File: src/rtl/associative_tag_lookup_ctrl_pkg.sv
// Shared types and constants for the associative tag lookup controller.
// Provides the byte width used for write masks and the FSM state encoding.
package associative_tag_lookup_ctrl_pkg;

  localparam int BYTE_LEN_IN_BITS = 8;

  typedef enum logic [2:0] {
    ST_INIT = 3'd0,
    ST_IDLE = 3'd1,
    ST_READ = 3'd2,
    ST_CMP  = 3'd3,
    ST_FILL = 3'd4,
    ST_RESP = 3'd5
  } state_t;

endpackage

File: src/rtl/associative_tag_lookup_ctrl_way_victim_select.sv
// Victim way picker: lowest-index invalid way, else the round-robin way.
// Ports: valid_in (per-way valid), rr_ptr_in -> victim_out (one-hot), victim_idx_out, evict_valid_out.
module way_victim_select #(
  parameter int NUM_WAY = 16,
  parameter int PTR_W   = (NUM_WAY > 1) ? $clog2(NUM_WAY) : 1
) (
  input  logic [NUM_WAY-1:0] valid_in,
  input  logic [PTR_W-1:0]   rr_ptr_in,
  output logic [NUM_WAY-1:0] victim_out,
  output logic [PTR_W-1:0]   victim_idx_out,
  output logic               evict_valid_out
);

  always_comb begin
    victim_out      = '0;
    victim_idx_out  = rr_ptr_in;
    evict_valid_out = &valid_in;
    // descending scan so the lowest invalid way wins
    for (int g = NUM_WAY - 1; g >= 0; g--) begin
      if (!valid_in[g]) victim_idx_out = PTR_W'(g);
    end
    victim_out[victim_idx_out] = 1'b1;
  end

endmodule

File: src/rtl/associative_tag_lookup_ctrl.sv
// Request-side controller for a {valid,tag} associative array: sweeps, looks up, allocates.
// Ports: clk_in/reset_in, req_* / resp_* handshakes, init_done_out, array_* to/from the tag array.
module associative_tag_lookup_ctrl
  import associative_tag_lookup_ctrl_pkg::*;
#(
  parameter int NUM_SET               = 64,
  parameter int NUM_WAY               = 16,
  parameter int TAG_WIDTH             = 20,
  parameter int ENTRY_SIZE_IN_BITS    = 32,
  parameter int SET_PTR_WIDTH_IN_BITS = $clog2(NUM_SET) + 1,
  parameter int WRITE_MASK_LEN        = ENTRY_SIZE_IN_BITS / BYTE_LEN_IN_BITS
) (
  input  logic                                    clk_in,
  input  logic                                    reset_in,
  output logic                                    init_done_out,
  input  logic                                    req_valid_in,
  output logic                                    req_ready_out,
  input  logic [SET_PTR_WIDTH_IN_BITS-1:0]        req_set_in,
  input  logic [TAG_WIDTH-1:0]                    req_tag_in,
  input  logic                                    req_fill_in,
  output logic                                    resp_valid_out,
  input  logic                                    resp_ready_in,
  output logic                                    resp_hit_out,
  output logic [NUM_WAY-1:0]                      resp_way_out,
  output logic                                    resp_evict_valid_out,
  output logic [TAG_WIDTH-1:0]                    resp_evict_tag_out,
  output logic                                    array_access_en_out,
  output logic [WRITE_MASK_LEN-1:0]               array_write_en_out,
  output logic [SET_PTR_WIDTH_IN_BITS-1:0]        array_set_addr_out,
  output logic [NUM_WAY-1:0]                      array_way_select_out,
  output logic [ENTRY_SIZE_IN_BITS-1:0]           array_write_entry_out,
  input  logic [ENTRY_SIZE_IN_BITS*NUM_WAY-1:0]   array_read_set_in
);

  localparam int E     = ENTRY_SIZE_IN_BITS;
  localparam int SW    = SET_PTR_WIDTH_IN_BITS;
  localparam int PTR_W = (NUM_WAY > 1) ? $clog2(NUM_WAY) : 1;
  localparam logic [SW-1:0]    LAST_SET = SW'(NUM_SET - 1);
  localparam logic [SW-1:0]    SET_LIM  = SW'(NUM_SET);
  localparam logic [PTR_W-1:0] LAST_WAY = PTR_W'(NUM_WAY - 1);

  state_t                 state_q, state_d;
  logic                   active_q;
  logic [SW-1:0]          init_cnt_q;
  logic [SW-1:0]          set_q;
  logic [TAG_WIDTH-1:0]   tag_q;
  logic                   fill_q;
  logic [PTR_W-1:0]       rr_q;
  logic [NUM_WAY-1:0]     victim_q;

  logic [NUM_WAY-1:0]     way_valid, hit_vec, hit_first;
  logic [NUM_WAY-1:0]     vic_oh;
  logic [PTR_W-1:0]       vic_idx;
  logic                   vic_evict;
  logic [TAG_WIDTH-1:0]   vic_tag;
  logic                   set_oor;
  logic                   unused_pad;

  assign unused_pad = ^array_read_set_in;
  assign set_oor    = req_set_in >= SET_LIM;

  always_comb begin
    way_valid = '0;
    hit_vec   = '0;
    vic_tag   = '0;
    for (int g = 0; g < NUM_WAY; g++) begin
      way_valid[g] = array_read_set_in[g*E + TAG_WIDTH];
      hit_vec[g]   = way_valid[g] &&
                     (array_read_set_in[g*E +: TAG_WIDTH] == tag_q);
      if (PTR_W'(g) == vic_idx)
        vic_tag = array_read_set_in[g*E +: TAG_WIDTH];
    end
  end

  // isolate the lowest set bit
  assign hit_first = hit_vec & (~hit_vec + NUM_WAY'(1));

  way_victim_select #(
    .NUM_WAY (NUM_WAY),
    .PTR_W   (PTR_W)
  ) u_victim (
    .valid_in        (way_valid),
    .rr_ptr_in       (rr_q),
    .victim_out      (vic_oh),
    .victim_idx_out  (vic_idx),
    .evict_valid_out (vic_evict)
  );

  always_ff @(posedge clk_in) begin
    if (!reset_in) begin
      state_q              <= ST_INIT;
      active_q             <= 1'b0;
      init_cnt_q           <= '0;
      init_done_out        <= 1'b0;
      set_q                <= '0;
      tag_q                <= '0;
      fill_q               <= 1'b0;
      rr_q                 <= '0;
      victim_q             <= '0;
      resp_hit_out         <= 1'b0;
      resp_way_out         <= '0;
      resp_evict_valid_out <= 1'b0;
      resp_evict_tag_out   <= '0;
    end else begin
      state_q  <= state_d;
      active_q <= 1'b1;
      unique case (state_q)
        ST_INIT: begin
          if (active_q) begin
            init_cnt_q <= (init_cnt_q == LAST_SET) ? '0
                        : init_cnt_q + SW'(1);
            if (init_cnt_q == LAST_SET) init_done_out <= 1'b1;
          end
        end
        ST_IDLE: begin
          if (req_valid_in) begin
            set_q                <= req_set_in;
            tag_q                <= req_tag_in;
            fill_q               <= req_fill_in;
            resp_hit_out         <= 1'b0;
            resp_way_out         <= '0;
            resp_evict_valid_out <= 1'b0;
            resp_evict_tag_out   <= '0;
          end
        end
        ST_CMP: begin
          if (|hit_vec) begin
            resp_hit_out <= 1'b1;
            resp_way_out <= hit_first;
          end else if (fill_q) begin
            victim_q             <= vic_oh;
            resp_way_out         <= vic_oh;
            resp_evict_valid_out <= vic_evict;
            resp_evict_tag_out   <= vic_evict ? vic_tag : '0;
          end
        end
        ST_FILL: begin
          if (resp_evict_valid_out)
            rr_q <= (rr_q == LAST_WAY) ? '0 : rr_q + PTR_W'(1);
        end
        default: ;
      endcase
    end
  end

  always_comb begin
    state_d = state_q;
    unique case (state_q)
      ST_INIT: if (active_q && init_cnt_q == LAST_SET) state_d = ST_IDLE;
      ST_IDLE: if (req_valid_in) state_d = set_oor ? ST_RESP : ST_READ;
      ST_READ: state_d = ST_CMP;
      ST_CMP:  state_d = (|hit_vec || !fill_q) ? ST_RESP : ST_FILL;
      ST_FILL: state_d = ST_RESP;
      ST_RESP: if (resp_ready_in) state_d = ST_IDLE;
      default: state_d = ST_INIT;
    endcase
  end

  always_comb begin
    req_ready_out         = 1'b0;
    resp_valid_out        = 1'b0;
    array_access_en_out   = 1'b0;
    array_write_en_out    = '0;
    array_set_addr_out    = '0;
    array_way_select_out  = '0;
    array_write_entry_out = '0;
    unique case (state_q)
      ST_INIT: begin
        // held quiet until the first cycle out of reset
        if (active_q) begin
          array_access_en_out  = 1'b1;
          array_write_en_out   = '1;
          array_way_select_out = '1;
          array_set_addr_out   = init_cnt_q;
        end
      end
      ST_IDLE: req_ready_out = 1'b1;
      ST_READ: begin
        array_access_en_out  = 1'b1;
        array_way_select_out = '1;
        array_set_addr_out   = set_q;
      end
      ST_FILL: begin
        array_access_en_out   = 1'b1;
        array_write_en_out    = '1;
        array_way_select_out  = victim_q;
        array_set_addr_out    = set_q;
        array_write_entry_out = E'({1'b1, tag_q});
      end
      ST_RESP: resp_valid_out = 1'b1;
      default: ;
    endcase
  end

  always_ff @(posedge clk_in) begin
    if (reset_in && state_q == ST_CMP)
      assert ($onehot0(hit_vec))
      else $error("tag matched in more than one way");
  end

endmodule

File: config.mk
export PLATFORM = sky130hd
export DESIGN_NAME = associative_tag_lookup_ctrl
export DESIGN_NICKNAME = d
export VERILOG_FILES = /design/src/rtl/associative_tag_lookup_ctrl_pkg.sv /design/src/rtl/associative_tag_lookup_ctrl_way_victim_select.sv /design/src/rtl/associative_tag_lookup_ctrl.sv
export SDC_FILE = /design/constraint.sdc
export NUM_CORES = 1
export LEC_CHECK = 0
export BUFFER_PORTS_ARGS = -buffer_cell sky130_fd_sc_hd__buf_2
export CAP_MARGIN = 20
export CORE_AREA = 2 2 249 251
export DETAILED_ROUTE_END_ITERATION = 12
export DIE_AREA = 0 0 251 253
export GPL_TIMING_DRIVEN = 0
export SETUP_SLACK_MARGIN = 0.5
export SYNTH_ARGS = -nofsm -noshare
export SYNTH_HDL_FRONTEND = slang
export SYNTH_HIERARCHICAL = 1
export SYNTH_SLANG_ARGS = --single-unit
export TNS_END_PERCENT = 5
File: constraint.sdc
create_clock -name clk_in -period 3.9 [get_ports clk_in]
set_input_delay 0.585 -clock clk_in [delete_from_list [all_inputs] [get_ports clk_in]]
set_output_delay 0.585 -clock clk_in [all_outputs]
set_load 0.01 [all_outputs]
After elaboration in Yosys (flattened, before gate mapping)
Cells that the tools add are included.
- register bits: 98
- input bits: 544
- logic and storage cells: 171
- add/sub/neg operators: 3
- $lt $le $gt $ge: 3
- eq/ne operators: 45
- mux-type cells: 69
- bitwise gates (word level): 3
- reduce and logical (&&, ||, !) cells: 35
- operator list (operator ; number):
    $mux 20 ; 20
    $eq 20x20->1 ; 16
    $mux 4 ; 18
    $mux 16 ; 4
    $pmux 16 s3 ; 1
    $pmux 20 s2 ; 1
    $eq 4x4->1 const A ; 8
    $pmux 16 s2 ; 1
    $mux 21 ; 1
    $logic_and 1x1->1 ; 18
    $pmux 3 s6 ; 1
    $add 16x1->16 const B ; 1
    $and 16x16->16 ; 1
    $eq 3x4->1 const A ; 4
    $not 16->16 ; 1
    $reduce_and 16->1 ; 1
    $reduce_or 16->1 ; 1
    $reduce_and 3->1 ; 5
    $mux 7 ; 2
    $pmux 7 s2 ; 1
    $mux 3 ; 4
    $ne 2x2->1 const B ; 6
    $mux 1 ; 10
    $eq 2x4->1 const A ; 2
    24 further kinds ; 30

Logic depth before layout (Yosys ltp)
- word-level depth: 37
- gate-level depth with buffers: 17

Hierarchy
The synthesis kept the hierarchy.
- modules (own cells, without submodules) (module ; times used ; cells an instance ; area an instance (µm²) ; seq. area each (µm²)):
    associative_tag_lookup_ctrl ; 1 ; 1626 ; 12180.4 ; 1961.9
    way_victim_select ; 1 ; 71 ; 417.9 ; 0.0

Worst setup path after synthesis
Ideal clock, no wire load.
- path kind: input -> register
- start: in array_read_set_in[500]
- end: reg resp_evict_tag_out[2]
- arrival: 3147 ps
- setup slack: 621 ps
- stages: 15
- cell sequence: nor2b_2 -> o221ai_2 -> a211oi_2 -> nand3b_4 -> inv_6 -> buf_2 -> buf_2 -> mux4_2 -> nand2_1 -> o21ai_0 -> a2111oi_0 -> o21a_1 -> o221ai_1 -> nand4_1 -> a21oi_1
- word-level cells in the longest chain between the ends: 37
- elaborated cells on any way between the ends: 57
- ends and longest elaborated chain (element ; RTL line ; text):
    from (decl) ; associative_tag_lookup_ctrl.sv:32 ; input logic [ENTRY_SIZE_IN_BITS*NUM_WAY-1:0] array_read_set_in
    $mux 4 (*) (16 in a row) ; associative_tag_lookup_ctrl_way_victim_select.sv:20 ; if (!valid_in[g]) victim_idx_out = PTR_W'(g);
    net vic_idx[0] ; associative_tag_lookup_ctrl.sv:53 ; logic [PTR_W-1:0] vic_idx;
    $logic_not 4->1 ; associative_tag_lookup_ctrl.sv:70 ; if (PTR_W'(g) == vic_idx)
    $mux 20 (15 in a row) ; associative_tag_lookup_ctrl.sv:70 ;
    $mux 20 (*) ; associative_tag_lookup_ctrl.sv:70 ;
    $mux 20 (*) ; associative_tag_lookup_ctrl.sv:134 ; resp_evict_tag_out <= vic_evict ? vic_tag : '0;
    $mux 20 (*) ; associative_tag_lookup_ctrl.sv:130 ; end else if (fill_q) begin
    $mux 20 (*) ; associative_tag_lookup_ctrl.sv:127 ; if (|hit_vec) begin
    $pmux 20 s2 (*) ; associative_tag_lookup_ctrl.sv:107 ; unique case (state_q)
    to (signal assigned) ; associative_tag_lookup_ctrl.sv:134 ;
    to (decl) ; associative_tag_lookup_ctrl.sv:26 ; output logic [TAG_WIDTH-1:0] resp_evict_tag_out,
The timed path passes the listed nets; every way through them passes the cells marked *. The select of a mux whose other input is x is not followed.
A chain may end at the register's enable or synchronous reset.

Worst setup path after layout
- start: in array_read_set_in[500]
- end: reg resp_evict_tag_out[6]
Same word-level chain as after synthesis.

==> qor.yml <==
outcome: "finished, final reports clean"
power.density_nw_per_um2: 225
maxCapViolations: 0
place_congestion: 1.09
mostFrequentLayoutCell: "buf_2"
hold_violations: 0
vias_per_cell: 5.61
setup_violations: 0
crit_type: "input port to flop"
path_max_fanout: 10
clk-insertion-delay-late_ps: 380
final_nets: 2746
syn-instance-count: 1697
htreeDepth: 3
fin_crit_ps: 3530
wl_per_cell_um: 33.8
ir_drop_v: 0.000183
grt_pass1_vias: 15996
worstHoldStart: "reset_in"
r2r_slack_ps: 410
worstPathArrival_ps: 3760
cpPeakStageDelay_ps: 330
endpoint: "resp_evict_tag_out[6]"
utilization: 0.278
ioPinCount: 645
drive_above_1_share: 0.334
overflow: 0
min_path_cells: 1
grt.total_usage: 0.308
r2r_end: "resp_evict_tag_out[6]"
synth-async-reset-ratio: 0
antenna_found_initial: 42
cp.depth: 18
crit_path_start_kind: "input port"
crit_path_cell_trace: "buf_2 -> nor2b_2 -> o221ai_2 -> a211oi_2 -> nand3b_4 -> inv_8 -> buf_8 -> buf_12 -> buf_12 -> buf_6 -> mux2i_1 -> nor2_1 -> a21oi_2 -> o21ai_0 -> a21oi_2 -> o21ai_1 -> nand4_1 -> a21oi_1"
core_sq_um: 61000
ys_seq_elements: 98
numPortBuffers: 457
rsz0062_at_grt: "true"
yosysWarnings: 6
hold_path_class: "input port to flop"
vias: 16903
avgSynthCellArea_sq_um: 7.42
grt_max_degree: 19
path_delay_family: "compound AO/OA/AOI/OAI gates"
final_cell_mix: "buf_2 (480), xnor2_1 (255), nand2_1 (180)"
ys_types: 86
drt-initial-drc-count: 2066
clk_pin_slew_ps: 80
syn_area_sq_um: 12600
post-route-period-util: 0.905
cts_buffer_depth: 2
path_buf_inv: 6
fin_worst_hold_slack_ps: 446
die_h_um: 253
routed_wl_um: 102000
cts-hold-fix-buffers: 0
drc_errors: 0
fmax_mhz: 283
cts_inserted_buffers: 9
worst_r2r_path_depth: 17
tightest_slew_ps: 927
start_util: 0.206
p_leak_uw: 0.00646
r2r-start: "rr_q[0]"
fin_skew_ps: 15.1
synth_edf_count: 0
yosysSeqAreaShare: 0.156
cp_data_required_time_ps: 4140
syn2layout_area_growth_pct: 34.7
rows: 91
grt_pass1_wl_um: 134000
crit_start: "array_read_set_in[500]"
fin_tns_setup_ps: 0
cpMaxStageDelayCell: "a21oi_2"
cts_sinks: 98
cts_tree: "built"
max_slew_margin: 0.378
first_pass_iters: 6
cp-end-kind: "flop"
ys.flop_type: "dfxtp_1"
drv_slew: 0
clk_root_buffer_cell: "clkbuf_16"
dpl.hpwl_um: 84500
die_w_um: 251
dieArea_sq_um: 63500
detail-route-antenna-nets: 0
==> per-stage QoR <==
step / total power (uW) / cell area [sq um] / instances / worst slack [ps]
final: 3820 / 17000 / 3011 / 372
after global routing: 3920 / 17000 / 3007 / 425
after CTS: 3750 / 16700 / 2987 / 424
after detailed placement: 2710 / 15900 / 2956 / -1270
after global placement: 2710 / 15900 / 2954 / -1290
after floorplan: 1890 / 12600 / 1707 / 621
==> worst min path at each step <==
stage | endpoint | slack [ps]
finish | active_q | 450
global route | active_q | 450
CTS | tag_q[17] | 440
detailed placement | resp_way_out[14] | 450
global placement | set_q[3] | 440
floorplan | set_q[0] | 440
==> logic make-up (layout without fill, tap and decap cells) <==
family | count (synthesis) | in the layout | share of synthesized area
AO/OA/AOI/OAI | 387 | 387 | 0.202
XOR/XNOR | 324 | 324 | 0.225
adder cells (fa/ha/maj) | 2 | 2 | 0.00199
buffers and inverters | 170 | 668 | 0.0742
flip-flops | 98 | 98 | 0.156
multiplexers | 66 | 66 | 0.0692
other | 1 | 27 | 0.000298
AND/OR/NAND/NOR | 649 | 649 | 0.271
==> sequential cells by signal, summed over array words and instances (netlist names) <==
register,count
active_q,1
resp_hit_out,1
state_q,3
resp_way_out,16
init_done_out,1
victim_q,16
init_cnt_q,7
tag_q,20
fill_q,1
resp_evict_tag_out,20
resp_evict_valid_out,1
rr_q,4
set_q,7
==> repair_timing <==
item	4_1_cts	5_1_grt
buffers inserted	15	8
resized for setup	110	43
pin swaps	9	11
endpoints found under the setup margin	47	50
==> metal layers <==
metal | share of wire | wire length, um | track usage
met4 | 0.064 | 6540 | 0.172
met2 | 0.42 | 43100 | 0.469
met1 | 0.40 | 40700 | 0.383
met5 | 0.0025 | 258 | 0
met3 | 0.11 | 11100 | 0.0982
==> report_power, final <==
part / switching, uW / internal, uW / total (uW)
Clock: 465 / 531 / 996
Sequential: 13.8 / 1020 / 1040
Combinational: 1140 / 652 / 1790
Total: 1610 / 2210 / 3820
==> cells in the mapped netlist, types with 6 or more instances <==
| library cell | instances | area (sq um) |
|---|---|---|
| xnor2_1 | 256 | 2240 |
| nand2_1 | 180 | 676 |
| nand4_1 | 117 | 732 |
| a21oi_1 | 116 | 581 |
| nor2_1 | 101 | 379 |
| dfxtp_1 | 98 | 1960 |
| xor2_1 | 68 | 596 |
| o21ai_0 | 67 | 335 |
| nand3_1 | 63 | 315 |
| clkbuf_1 | 50 | 188 |
| buf_2 | 41 | 205 |
| mux2i_1 | 41 | 410 |
| buf_4 | 40 | 300 |
| nor4_1 | 38 | 238 |
| a21o_1 | 37 | 278 |
| and2_1 | 24 | 150 |
| a22oi_1 | 22 | 165 |
| a31oi_1 | 21 | 131 |
| nor3_1 | 20 | 100 |
| inv_1 | 19 | 71.3 |
| a221oi_1 | 18 | 158 |
| a21bo_2 | 16 | 160 |
| mux4_2 | 16 | 360 |
| o22ai_1 | 15 | 93.8 |
| nor2b_1 | 13 | 81.3 |
| nor3b_1 | 13 | 97.6 |
| buf_6 | 12 | 135 |
| a22o_1 | 11 | 96.3 |
| nor4b_1 | 11 | 96.3 |
| mux2_2 | 9 | 101 |
| o221ai_1 | 9 | 78.8 |
| and3_1 | 8 | 50.1 |
| nand2b_1 | 8 | 50.1 |
| nor2_2 | 8 | 50.1 |
| or2_2 | 8 | 50.1 |
| o21a_1 | 7 | 52.6 |
| and4_1 | 6 | 52.6 |
==> area by class of cell <==
type	instances	area, sq um
clock inverters	6	82.6
plain buffers	148	1000
clock buffers	10	239
flip-flops and latches	98	1960
fillers	6945	44100
inverters	22	104
repair buffers	482	2470
diodes	16	40.0
well taps	790	988
multi-input cells	1439	10100
(Power assumes the default switching activity.)
